$ cat config.mk
export PLATFORM = sky130hd
export DESIGN_NAME = boot_load_ctrl
export DESIGN_NICKNAME = d
export VERILOG_FILES = /design/src/rtl/boot_load_ctrl.sv
export SDC_FILE = /design/constraint.sdc
export NUM_CORES = 1
export LEC_CHECK = 0
export ABC_CLOCK_PERIOD_IN_PS = 9400
export CAP_MARGIN = 30
export CORE_MARGIN = 10
export CORE_UTILIZATION = 64
export CTS_BUF_LIST = sky130_fd_sc_hd__clkbuf_4 sky130_fd_sc_hd__clkbuf_8 sky130_fd_sc_hd__clkbuf_16
export CTS_CLUSTER_SIZE = 40
export DETAILED_ROUTE_END_ITERATION = 10
export PLACE_DENSITY = 0.87
export SLEW_MARGIN = 20
export SYNTH_ARGS = -nofsm -noshare
export SYNTH_HDL_FRONTEND = slang
export SYNTH_SLANG_ARGS = --single-unit
$ cat constraint.sdc
create_clock -name clk -period 9.4 [get_ports clk]
set_input_delay 2.82 -clock clk [delete_from_list [all_inputs] [get_ports clk]]
set_output_delay 2.82 -clock clk [all_outputs]
set_load 0.02 [all_outputs]
$ cat src/rtl/boot_load_ctrl.sv
// Boot loader: receives a length-prefixed byte image, writes it to instruction memory,
// verifies an additive checksum and releases the core only on a clean load.
module boot_load_ctrl #(
    parameter logic [31:0] BASE_ADDR = 32'h0000_0000,
    parameter int unsigned MAX_LEN   = 4096,
    parameter int unsigned TIMEOUT   = 65535
) (
    input  logic        clk,
    input  logic        reset,
    input  logic        start,
    input  logic        rx_valid,
    input  logic [7:0]  rx_data,
    output logic        rx_ready,
    output logic        boot_wr_en,
    output logic [31:0] boot_wr_addr,
    output logic [7:0]  boot_wr_data,
    output logic        core_hold,
    output logic        busy,
    output logic        done,
    output logic        error
);

    localparam logic [31:0] MaxLen     = 32'(MAX_LEN);
    localparam logic [31:0] TimeoutCnt = 32'(TIMEOUT);

    typedef enum logic [2:0] {
        StIdle,
        StLen,
        StData,
        StChk,
        StDone,
        StErr
    } state_e;

    state_e      state_q, state_d;
    logic [31:0] len_q;
    logic [31:0] idx_q;
    logic [31:0] timer_q;
    logic [7:0]  sum_q;

    logic        active;
    logic        accept;
    logic        timeout_hit;
    logic        last_len_byte;
    logic        last_data_byte;
    logic [31:0] len_next;
    logic [7:0]  chk_sum;

    assign active         = (state_q == StLen) || (state_q == StData) || (state_q == StChk);
    assign rx_ready       = busy;
    assign accept         = rx_valid && rx_ready;
    // Expires on the idle cycle that brings the counter up to TIMEOUT; an accepted byte wins.
    assign timeout_hit    = (timer_q + 32'd1) >= TimeoutCnt;
    assign last_len_byte  = (idx_q == 32'd3);
    assign last_data_byte = (idx_q == (len_q - 32'd1));
    // Length arrives little-endian, so each new byte shifts in at the top.
    assign len_next       = {rx_data, len_q[31:8]};
    assign chk_sum        = sum_q + rx_data;

    always_comb begin
        state_d = state_q;
        case (state_q)
            StIdle, StDone, StErr: begin
                if (start) state_d = StLen;
            end
            StLen: begin
                if (accept) begin
                    if (last_len_byte) begin
                        if ((len_next == 32'd0) || (len_next > MaxLen)) state_d = StErr;
                        else                                          state_d = StData;
                    end
                end else if (timeout_hit) begin
                    state_d = StErr;
                end
            end
            StData: begin
                if (accept) begin
                    if (last_data_byte) state_d = StChk;
                end else if (timeout_hit) begin
                    state_d = StErr;
                end
            end
            StChk: begin
                if (accept) begin
                    if (chk_sum == 8'd0) state_d = StDone;
                    else                 state_d = StErr;
                end else if (timeout_hit) begin
                    state_d = StErr;
                end
            end
            default: state_d = StIdle;
        endcase
    end

    always_ff @(posedge clk) begin
        if (reset) begin
            state_q      <= StIdle;
            len_q        <= '0;
            idx_q        <= '0;
            timer_q      <= '0;
            sum_q        <= '0;
            boot_wr_en   <= 1'b0;
            boot_wr_addr <= '0;
            boot_wr_data <= '0;
            core_hold    <= 1'b1;
            busy         <= 1'b0;
            done         <= 1'b0;
            error        <= 1'b0;
        end else begin
            state_q    <= state_d;
            boot_wr_en <= 1'b0;
            busy       <= (state_d == StLen) || (state_d == StData) || (state_d == StChk);
            done       <= (state_d == StDone);
            error      <= (state_d == StErr);
            core_hold  <= (state_d != StDone);

            if (!active) begin
                if (start) begin
                    len_q   <= '0;
                    idx_q   <= '0;
                    timer_q <= '0;
                    sum_q   <= '0;
                end
            end else if (accept) begin
                timer_q <= '0;
                case (state_q)
                    StLen: begin
                        len_q <= len_next;
                        idx_q <= last_len_byte ? 32'd0 : idx_q + 32'd1;
                    end
                    StData: begin
                        boot_wr_en   <= 1'b1;
                        boot_wr_addr <= BASE_ADDR + idx_q;
                        boot_wr_data <= rx_data;
                        sum_q        <= chk_sum;
                        idx_q        <= idx_q + 32'd1;
                    end
                    default: ;
                endcase
            end else begin
                timer_q <= timer_q + 32'd1;
            end
        end
    end

endmodule
==> impl_metrics.py <==
metrics = {
    "run_status": {
        "status": "complete, no violations",
    },
    "floorplan": {
        "core_um2": 12700,
        "die_h_um": 135,
        "initial_core_util": 0.660,
        "dieArea_um2": 18100,
        "rows": 41,
        "die_x_um": 135,
        "io_pins": 58,
    },
    "yosys": {
        "synth.top_cell.area_share": 0.362,
        "ys_types": 75,
        "synth_cells": 1115,
        "yosys-top-cells-area": "dfxtp_1 (36%), nand2_1 (8.0%), a21oi_1 (7.3%), xnor2_1 (5.2%), nor2_1 (5.0%)",
        "netlist_area_um2": 8390,
        "synth_mux_area_frac": 0.00745,
        "ys_ff_latch": 152,
        "yosysSeqAreaShare": 0.362,
        "yosys_warnings": 0,
        "synth_compound_gate_area_share": 0.165,
        "synth_simple_gate_area_share": 0.308,
        "synth_top_family_by_area": "simple AND/OR/NAND/NOR gates",
        "syn-num-nets": 1139,
        "synth-async-reset-ratio": 0,
        "synth-edff-count": 0,
        "synthXorXnorAreaFrac": 0.0845,
        "synth_adder_area_share": 0.0188,
        "yosysTopAreaCell": "dfxtp_1",
        "synth_area_per_cell_um2": 7.53,
        "postSynth.topFlopCell": "dfxtp_1",
    },
    "sta": {
        "fmax_mhz": 177,
        "worst_slew_pin_slew_ns": 0.754,
        "relSlewSlack": 0.497,
        "finalSetupTns_ns": 0,
        "finClkSkew_ns": 0.00689,
        "finalSetupViolCount": 0,
        "period_minus_slack_ns": 5.65,
        "final-hold-violation-count": 0,
        "rsz0062_at_grt": "false",
        "fin_crit_sh": 0.601,
        "drv_slew": 0,
    },
    "worst_setup_path": {
        "cp_slowest_cell": "or3_1",
        "crit_path_max_incr_delay_ns": 0.56,
        "rrSetupSlack_ns": 5.76,
        "worstPathRequired_ns": 9.76,
        "cp_data_arrival_time_ns": 6.02,
        "cp-endpoint": "idx_q[24]",
        "crit_type": "primary input to flop",
        "cp-startpoint": "rx_valid",
        "path_cells": "clkdlybuf4s50_1 > nand4b_1 > a21oi_1 > or2_1 > nand2_2 > or3_1 > or3_1 > or3_1 > a21oi_1",
        "worst_setup_path_end_kind": "flop",
        "r2r_end": "done",
        "path_max_fanout": 11,
        "start_kind": "primary input",
        "crit_top_cell": "or3_1",
        "ff2ff_path_depth": 10,
        "r2r_start": "timer_q[0]",
    },
    "place": {
        "hpwl_mm": 15.2,
        "gp_congestion": 0.946,
        "dpl.cell_count": 1261,
        "io_buffers": 57,
    },
    "grt": {
        "grt_max_degree": 69,
        "overflow": 0,
        "antenna_found_initial": 0,
        "met2_usage": 0.362,
        "grt_usage": 0.243,
        "grtUsageMet3": 0.0530,
        "globalRouteMet1Util": 0.339,
        "grt_pass1_vias": 7394,
        "grt_pass1_wl_mm": 36.9,
        "busiest_layer": "met2",
    },
    "cells_and_area": {
        "area_growth_pct": 12.8,
        "drive_above_1_share": 0.0562,
        "layout.cells.non_filler": 1293,
        "fin_nets": 1134,
        "final_common_cell": "nand2_1",
        "final_cell_mix": "nand2_1 (178), dfxtp_1 (152), a21oi_1 (122)",
        "num_antenna_cells": 0,
    },
    "pwr": {
        "power_density_nw_per_um2": 151,
        "vdd_drop_max_uv": 134,
        "power.static_leakage_nw": 3.18,
    },
    "cts": {
        "cts_sinks": 152,
        "cts.root.buffer_cell": "clkbuf_16",
        "cts_resized": 0,
        "clkTransAtPathRegs_ns": 0.06,
        "cts_buffer_depth": 2,
        "clock_latency_ns": 0.43,
        "cts_made_buffers": 17,
        "htree_levels": 4,
        "tritoncts": "done",
        "cts_setup_buffers": 0,
        "postCtsHoldBufs": 0,
    },
    "worst_hold_path": {
        "hold_class": "flop to flop",
        "hold_path_startpoint": "boot_wr_addr[8]",
    },
    "route": {
        "vias_per_cell": 6.36,
        "routedWlPerCell_um": 17.2,
        "via_count": 8228,
        "drc": 0,
        "drt_pass1_iterations": 6,
        "initialDrtViolationCount": 1171,
        "wl_mm": 22.2,
        "ant_nets": 0,
    },
    "run": {
        "drv_cap": 0,
    },
}
==> registers in the layout (all words and copies together), names as in the netlist <==
signal        flops
done              1
sum_q             8
error             1
len_q            32
state_q           3
timer_q          32
idx_q            32
busy              1
core_hold         1
boot_wr_en        1
boot_wr_addr     32
boot_wr_data      8
==> Yosys cell counts (all sizes together), types with 3 or more instances <==
cell / count
clkbuf: 72
xor2: 31
nor2: 113
a22oi: 8
o41ai: 4
buf: 19
nand2b: 8
nor3b: 3
a311oi: 14
dfxtp: 152
or3: 20
o211ai: 5
and2: 4
a211oi: 5
a31oi: 11
mux2i: 4
nand2: 179
or4: 9
and3: 11
o21bai: 3
a21o: 3
o21ai: 34
and4: 10
ha: 11
o22ai: 5
inv: 17
nor4b: 6
a21oi: 123
nor4: 29
nand3: 65
nand4b: 3
nor3: 27
nor2b: 6
xnor2: 50
nand4: 22
==> layer usage <==
metal | vias to the layer above | part of all wire
met3 | 51 | 0.093
met4 | 0 | 0.021
li1 | 3909 | -
met1 | 3865 | 0.44
met2 | 403 | 0.45
met5 | - | 0
==> cell families (layout without fill, tap and decap cells) <==
kind of cell    count (synthesis)  in the layout
xor+xnor                       81             81
compound gates                232            232
mux                             5              5
buf+inv                       108            114
simple gates                  525            525
fa+ha+maj                      12             12
flops                         152            152
==> layout make-up <==
class                   instances  area [um2]
multi-input cells             855        4910
repair buffers                 67         678
inverters                      17        63.8
clock buffers                  19         453
clock inverters                11         101
flip-flops and latches        152        3040
well taps                     172         215
fillers                      1005        3260
==> power by group <==
| group | internal (mW) | leakage [nW] | total, mW | switching, mW |
|---|---|---|---|---|
| logic | 0.0423 | 1.69 | 0.127 | 0.0850 |
| registers | 0.649 | 1.23 | 0.659 | 0.0101 |
| clock network | 0.374 | 0.263 | 0.644 | 0.270 |
| total | 1.07 | 3.18 | 1.43 | 0.365 |
==> critical path, delay by kind of cell <==
kind / cells / cell delay [ns]
AOI/OAI and AO/OA: 2 / 0.48
buffers and inverters: 1 / 0.54
and+or+nand+nor: 6 / 2.16
==> worst min path at each step <==
stage,to,slack [ns],cells after the start
final,boot_wr_addr[8],0.45,2
after global routing,boot_wr_addr[11],0.48,2
after CTS,boot_wr_addr[12],0.46,2
after detailed placement,boot_wr_addr[12],0.45,2
after global placement,boot_wr_addr[30],0.44,2
after floorplan,timer_q[14],0.44,1
==> through the flow <==
step / power (mW) / hold WS (ns) / setup WS, ns / cell area (um2) / utilization
after floorplan: 0.756 / 0.440 / 4.33 / 8390 / -
after global placement: 0.787 / 0.442 / 3.52 / 8850 / 0.696
after detailed placement: 0.792 / 0.448 / 3.37 / 8870 / 0.697
after CTS: 1.43 / 0.456 / 3.83 / 9420 / 0.741
after global routing: 1.47 / 0.477 / 3.58 / 9470 / 0.744
final: 1.43 / 0.453 / 3.75 / 9470 / 0.744
(Power assumes the default switching activity.)
==> RTL edit 1, RTL diff (same settings) <==
Re-encode `state_e` (6 states) as one-hot, 6 bits wide.
--- a/src/rtl/boot_load_ctrl.sv
+++ b/src/rtl/boot_load_ctrl.sv
@@ -25,9 +25,9 @@
 
-    typedef enum logic [2:0] {
-        StIdle,
-        StLen,
-        StData,
-        StChk,
-        StDone,
-        StErr
+    typedef enum logic [5:0] {
+        StIdle = 6'b000001,
+        StLen  = 6'b000010,
+        StData = 6'b000100,
+        StChk  = 6'b001000,
+        StDone = 6'b010000,
+        StErr  = 6'b100000
     } state_e;
Function: no difference found for any inputs over 4 cycles, from zero or initial values and one cycle with reset high; so few cycles prove little.
==> RTL edit 1 against the unedited design <==
Worst hold slack got worse by 0.0023 ns. Synthesized area grew 2.0%. Clock skew rose by 0.011 ns. Routed wire length decreased by 1.4%. Die area is 1.7% higher. Cell count is 1.8% higher. Setup slack improved by 0.016 ns. Sequential cell count increased by 3. Power down 4.9%. Final area increased by 1.9%. Sequential share of layout area barely moved. Highest routed layer unchanged.
==> RTL edit 1: results (changes against the unedited design) <==
Run status
  – Run status: finished, final reports clean (unchanged)

Layout
  – Fin nets: 1151 (was 1134)

Global routing
  – Global-route usage over all layers: 23.6% (was 24.3%)
  – First-pass GRT wire length: 36.3 mm (was 36.9 mm)
  – Vias in the first global route: 7441 (was 7394)
  – GR met3 Demand/Resource: 6.05% (was 5.30%)
  – Largest net degree at the start of global routing: 83 (was 69)
  – Met1 track demand over resource in global routing: 32.2% (was 33.9%)
  – Met2 routing resource usage after global routing: 35.6% (was 36.2%)

Critical path
  – Number of cells traversed by the worst register-to-register path: 11 (was 10)
  – Flop2flop setup slack: 5.72 ns (was 5.76 ns)
  – Maximum fanout count along the critical path: 4 (was 11)
  – Slowest-stage cell, CP: sky130_fd_sc_hd__clkdlybuf4s50_1 (was sky130_fd_sc_hd__or3_1)
  – Arrival time at the worst endpoint: 5.92 ns (was 6.02 ns)
  – Capturing point of the worst reg2reg path: idx_q[9]$_SDFFE_PP0P_ (was done$_SDFF_PP0_)
  – Capturing instance or port of the critical path: state_q[5]$_SDFF_PP0_ (was idx_q[24]$_SDFFE_PP0P_)
  – Critical Path Source: rx_data[0] (was rx_valid)

Drt
  – Ratio of routed vias to standard cells: 6.28 (was 6.36)
  – Sum of routed wire segments on met1: 9.70 mm (was 9.75 mm)
  – Met2 wire len: 9.89 mm (was 9.92 mm)
  – Final WL: 21.9 mm (was 22.2 mm)

Yosys
  – Sequential element share of the synthesized area: 36.3% (was 36.2%)
  – Post-synth net total: 1149 (was 1139)
  – Number of distinct library cells after synthesis: 76 (was 75)
  – Top area cells in the synthesized netlist: sky130_fd_sc_hd__dfxtp_1, sky130_fd_sc_hd__nand2_1, sky130_fd_sc_hd__a21oi_1 (unchanged)
  – Post-synth top cells: sky130_fd_sc_hd__nand2_1, sky130_fd_sc_hd__dfxtp_1, sky130_fd_sc_hd__a21oi_1, sky130_fd_sc_hd__nor2_1, sky130_fd_sc_hd__nand3_1 (was sky130_fd_sc_hd__nand2_1, sky130_fd_sc_hd__dfxtp_1, sky130_fd_sc_hd__a21oi_1, sky130_fd_sc_hd__nor2_1, sky130_fd_sc_hd__clkbuf_1)

Power
  – Standby leakage power: 3.25 nW (was 3.18 nW)
  – Sw Ratio: 25.1% (was 25.5%)
  – P_comb: 0.0656 mW (was 0.127 mW)

STA
  – Maximum clock skew at final layout: 0.0177 ns (was 0.00689 ns)
  – Final Critical Period: 5.64 ns (was 5.65 ns)
  – Worst hold margin: 0.451 ns (was 0.453 ns)

Placement
  – Post-placement setup slack: 3.40 ns (was 3.37 ns)
  – Placed wire-length estimate: 14.9 mm (was 15.2 mm)
## RTL edit 1: through the flow
stage               cells  power (mW)
global placement     1282       0.738
floorplan            1125       0.719
global route         1316        1.40
CTS                  1316        1.36
detailed placement   1284       0.740
finish               1316        1.36
## RTL edit 1: how the worst min path moves through the flow
stage | start | to
floorplan | sum_q[2]$_SDFFE_PP0P_ | sum_q[2]$_SDFFE_PP0P_
global placement | boot_wr_data[5]$_SDFFE_PP0P_ | boot_wr_data[5]$_SDFFE_PP0P_
detailed placement | boot_wr_addr[21]$_SDFFE_PP0P_ | boot_wr_addr[21]$_SDFFE_PP0P_
CTS | boot_wr_addr[21]$_SDFFE_PP0P_ | boot_wr_addr[21]$_SDFFE_PP0P_
global route | boot_wr_addr[7]$_SDFFE_PP0P_ | boot_wr_addr[7]$_SDFFE_PP0P_
finish | boot_wr_addr[21]$_SDFFE_PP0P_ | boot_wr_addr[21]$_SDFFE_PP0P_
## RTL edit 1: kinds of logic (layout without fill, tap and decap cells)
group | count (synthesis) | in the layout | synth area share [%]
xor+xnor | 77 | 77 | 7.88
compound gates | 231 | 231 | 16.0
buf+inv | 102 | 117 | 4.99
fa+ha+maj | 12 | 12 | 1.84
flops | 155 | 155 | 36.3
simple gates | 539 | 539 | 31.9
mux | 9 | 9 | 1.11
## RTL edit 1: critical path: cells and delay by family
family	cells	cell delay, ns
AOI/OAI and AO/OA	4	0.76
buffers and inverters	2	0.61
and+or+nand+nor	5	1.12
adders and majority gates	2	0.60
## RTL edit 1: area by class of cell
type | count | area (sq um) | share of cell area [%]
sequential | 155 | 3100 | 32.2
inverter | 18 | 67.6 | 0.701
tap | 176 | 220 | 2.28
clock inverter | 15 | 113 | 1.17
clock buffer | 17 | 425 | 4.41
multi-input combinational | 868 | 5040 | 52.3
timing repair buffer | 67 | 671 | 6.95
==> RTL edit 2, RTL diff (same settings) <==
Without the edit above. `TIMEOUT`: 65535 -> 32767.
--- a/src/rtl/boot_load_ctrl.sv
+++ b/src/rtl/boot_load_ctrl.sv
@@ -5,3 +5,3 @@
     parameter int unsigned MAX_LEN   = 4096,
-    parameter int unsigned TIMEOUT   = 65535
+    parameter int unsigned TIMEOUT   = 32767
 ) (
Behaviour: no difference found for any inputs over 4 cycles, from zero or initial values and one cycle with reset high; that may be too few to reach the edited logic, so the function may still have changed.
==> RTL edit 2 against the unedited design <==
Worst hold slack worse by 0.0018 ns. Setup slack better by 0.34 ns. Sequential cell count stayed put. Routed wire length is 3.9% lower. Utilization hardly changed. Sequential share of layout area is 0.26 points higher. Final area is 0.79% lower. Synthesized area is 1.5% lower. Power is 3.5% lower. Fmax is 6.5% higher. Critical endpoint is now idx_q[25]$_SDFFE_PP0P_. Highest routed layer unchanged.
==> RTL edit 2: results (changes against the unedited design) <==
Yosys
  – Sequential element share of the synthesized area: 36.8% (was 36.2%)
  – Mux contribution to synthesized area: 1.10% (was 0.745%)
  – Number of distinct library cells after synthesis: 67 (was 75)
  – Fraction of the mapped netlist area in adder cells: 1.91% (was 1.88%)
  – Xor and xnor fraction of the mapped netlist area: 9.32% (was 8.45%)
  – Synth Area in Compound Gates: 17.8% (was 16.5%)
  – Post-synth net total: 1091 (was 1139)

Drt
  – Detailed Routing Iterations Pass 1: 5 (was 6)
  – Count of routing violations after the opening detailed-route iteration: 898 (was 1171)
  – Final WL: 21.3 mm (was 22.2 mm)
  – Ratio of routed vias to standard cells: 6.32 (was 6.36)
  – Routed wire per std cell: 17.1 um (was 17.2 um)

STA
  – Transition time at the pin with the least slew margin: 0.929 ns (was 0.754 ns)
  – Worst hold margin: 0.452 ns (was 0.453 ns)
  – Maximum clock skew at final layout: 0.0137 ns (was 0.00689 ns)

Clock tree
  – Gates resized, CTS repair: 0 (unchanged)

Power
  – Standby leakage power: 3.27 nW (was 3.18 nW)
  – Highest ir drop seen on vdd: 0.000162 V (was 0.000134 V)

Critical path
  – Slowest-stage cell, CP: sky130_fd_sc_hd__clkdlybuf4s50_1 (was sky130_fd_sc_hd__or3_1)
  – Arrival time at the worst endpoint: 5.64 ns (was 6.02 ns)

Placement
  – Placed instance count: 1217 (was 1261)
  – Area of placed instances: 0.00879 sq mm (was 0.00887 sq mm)
  – Placed wire-length estimate: 14.4 mm (was 15.2 mm)
  – GPL Wtd Cong: 0.896 (was 0.946)

Min path
  – Hold path startpoint: boot_wr_addr[30]$_SDFFE_PP0P_ (was boot_wr_addr[8]$_SDFFE_PP0P_)

Global routing
  – Vias in the first global route: 7159 (was 7394)
  – First-pass GRT wire length: 35.1 mm (was 36.9 mm)
  – Global-route usage over all layers: 23.5% (was 24.3%)
  – Largest net degree at the start of global routing: 89 (was 69)

Layout
  – Fraction of final layout cells with drive strength greater than 1: 6.04% (was 5.62%)

Run status
  – Run status: finished, final reports clean (unchanged)
RTL edit 2: metal layers:
layer	GRT usage [%]	routed length, um
met3	6.62	1640
met4	8.65	421
met5	0	0
met2	36.1	9870
met1	30.7	9380
RTL edit 2: worst max path at each step:
stage,start,end,slack (ns),cells past startpoint
floorplan,rx_data[0],done$_SDFF_PP0_,4.52,9
global placement,rx_valid,idx_q[25]$_SDFFE_PP0P_,3.82,10
detailed placement,rx_valid,idx_q[25]$_SDFFE_PP0P_,3.75,10
CTS,rx_valid,idx_q[25]$_SDFFE_PP0P_,4.12,10
global route,rx_valid,idx_q[31]$_SDFFE_PP0P_,3.93,10
finish,rx_valid,idx_q[25]$_SDFFE_PP0P_,4.09,10
RTL edit 2: cell type report:
type	instances	area (sq um)
flip-flops and latches	152	3040
repair buffers	65	663
well taps	172	215
fillers	939	3230
clock inverters	7	68.8
multi-input cells	819	4860
inverters	11	41.3
clock buffers	23	502
RTL edit 2: kinds of logic (layout without fill, tap and decap cells):
group	after synthesis	after routing
multiplexers	9	9
flip-flops	152	152
adder cells (fa/ha/maj)	12	12
AO/OA/AOI/OAI	235	235
AND/OR/NAND/NOR	475	475
XOR/XNOR	88	88
buffers and inverters	96	106
RTL edit 2: power breakdown:
group / switching [mW] / total (mW) / internal [mW] / leakage (nW)
registers: 0.00408 / 0.650 / 0.646 / 1.22
clock network: 0.261 / 0.659 / 0.397 / 0.280
logic: 0.0482 / 0.0703 / 0.0221 / 1.76
total: 0.313 / 1.38 / 1.07 / 3.27
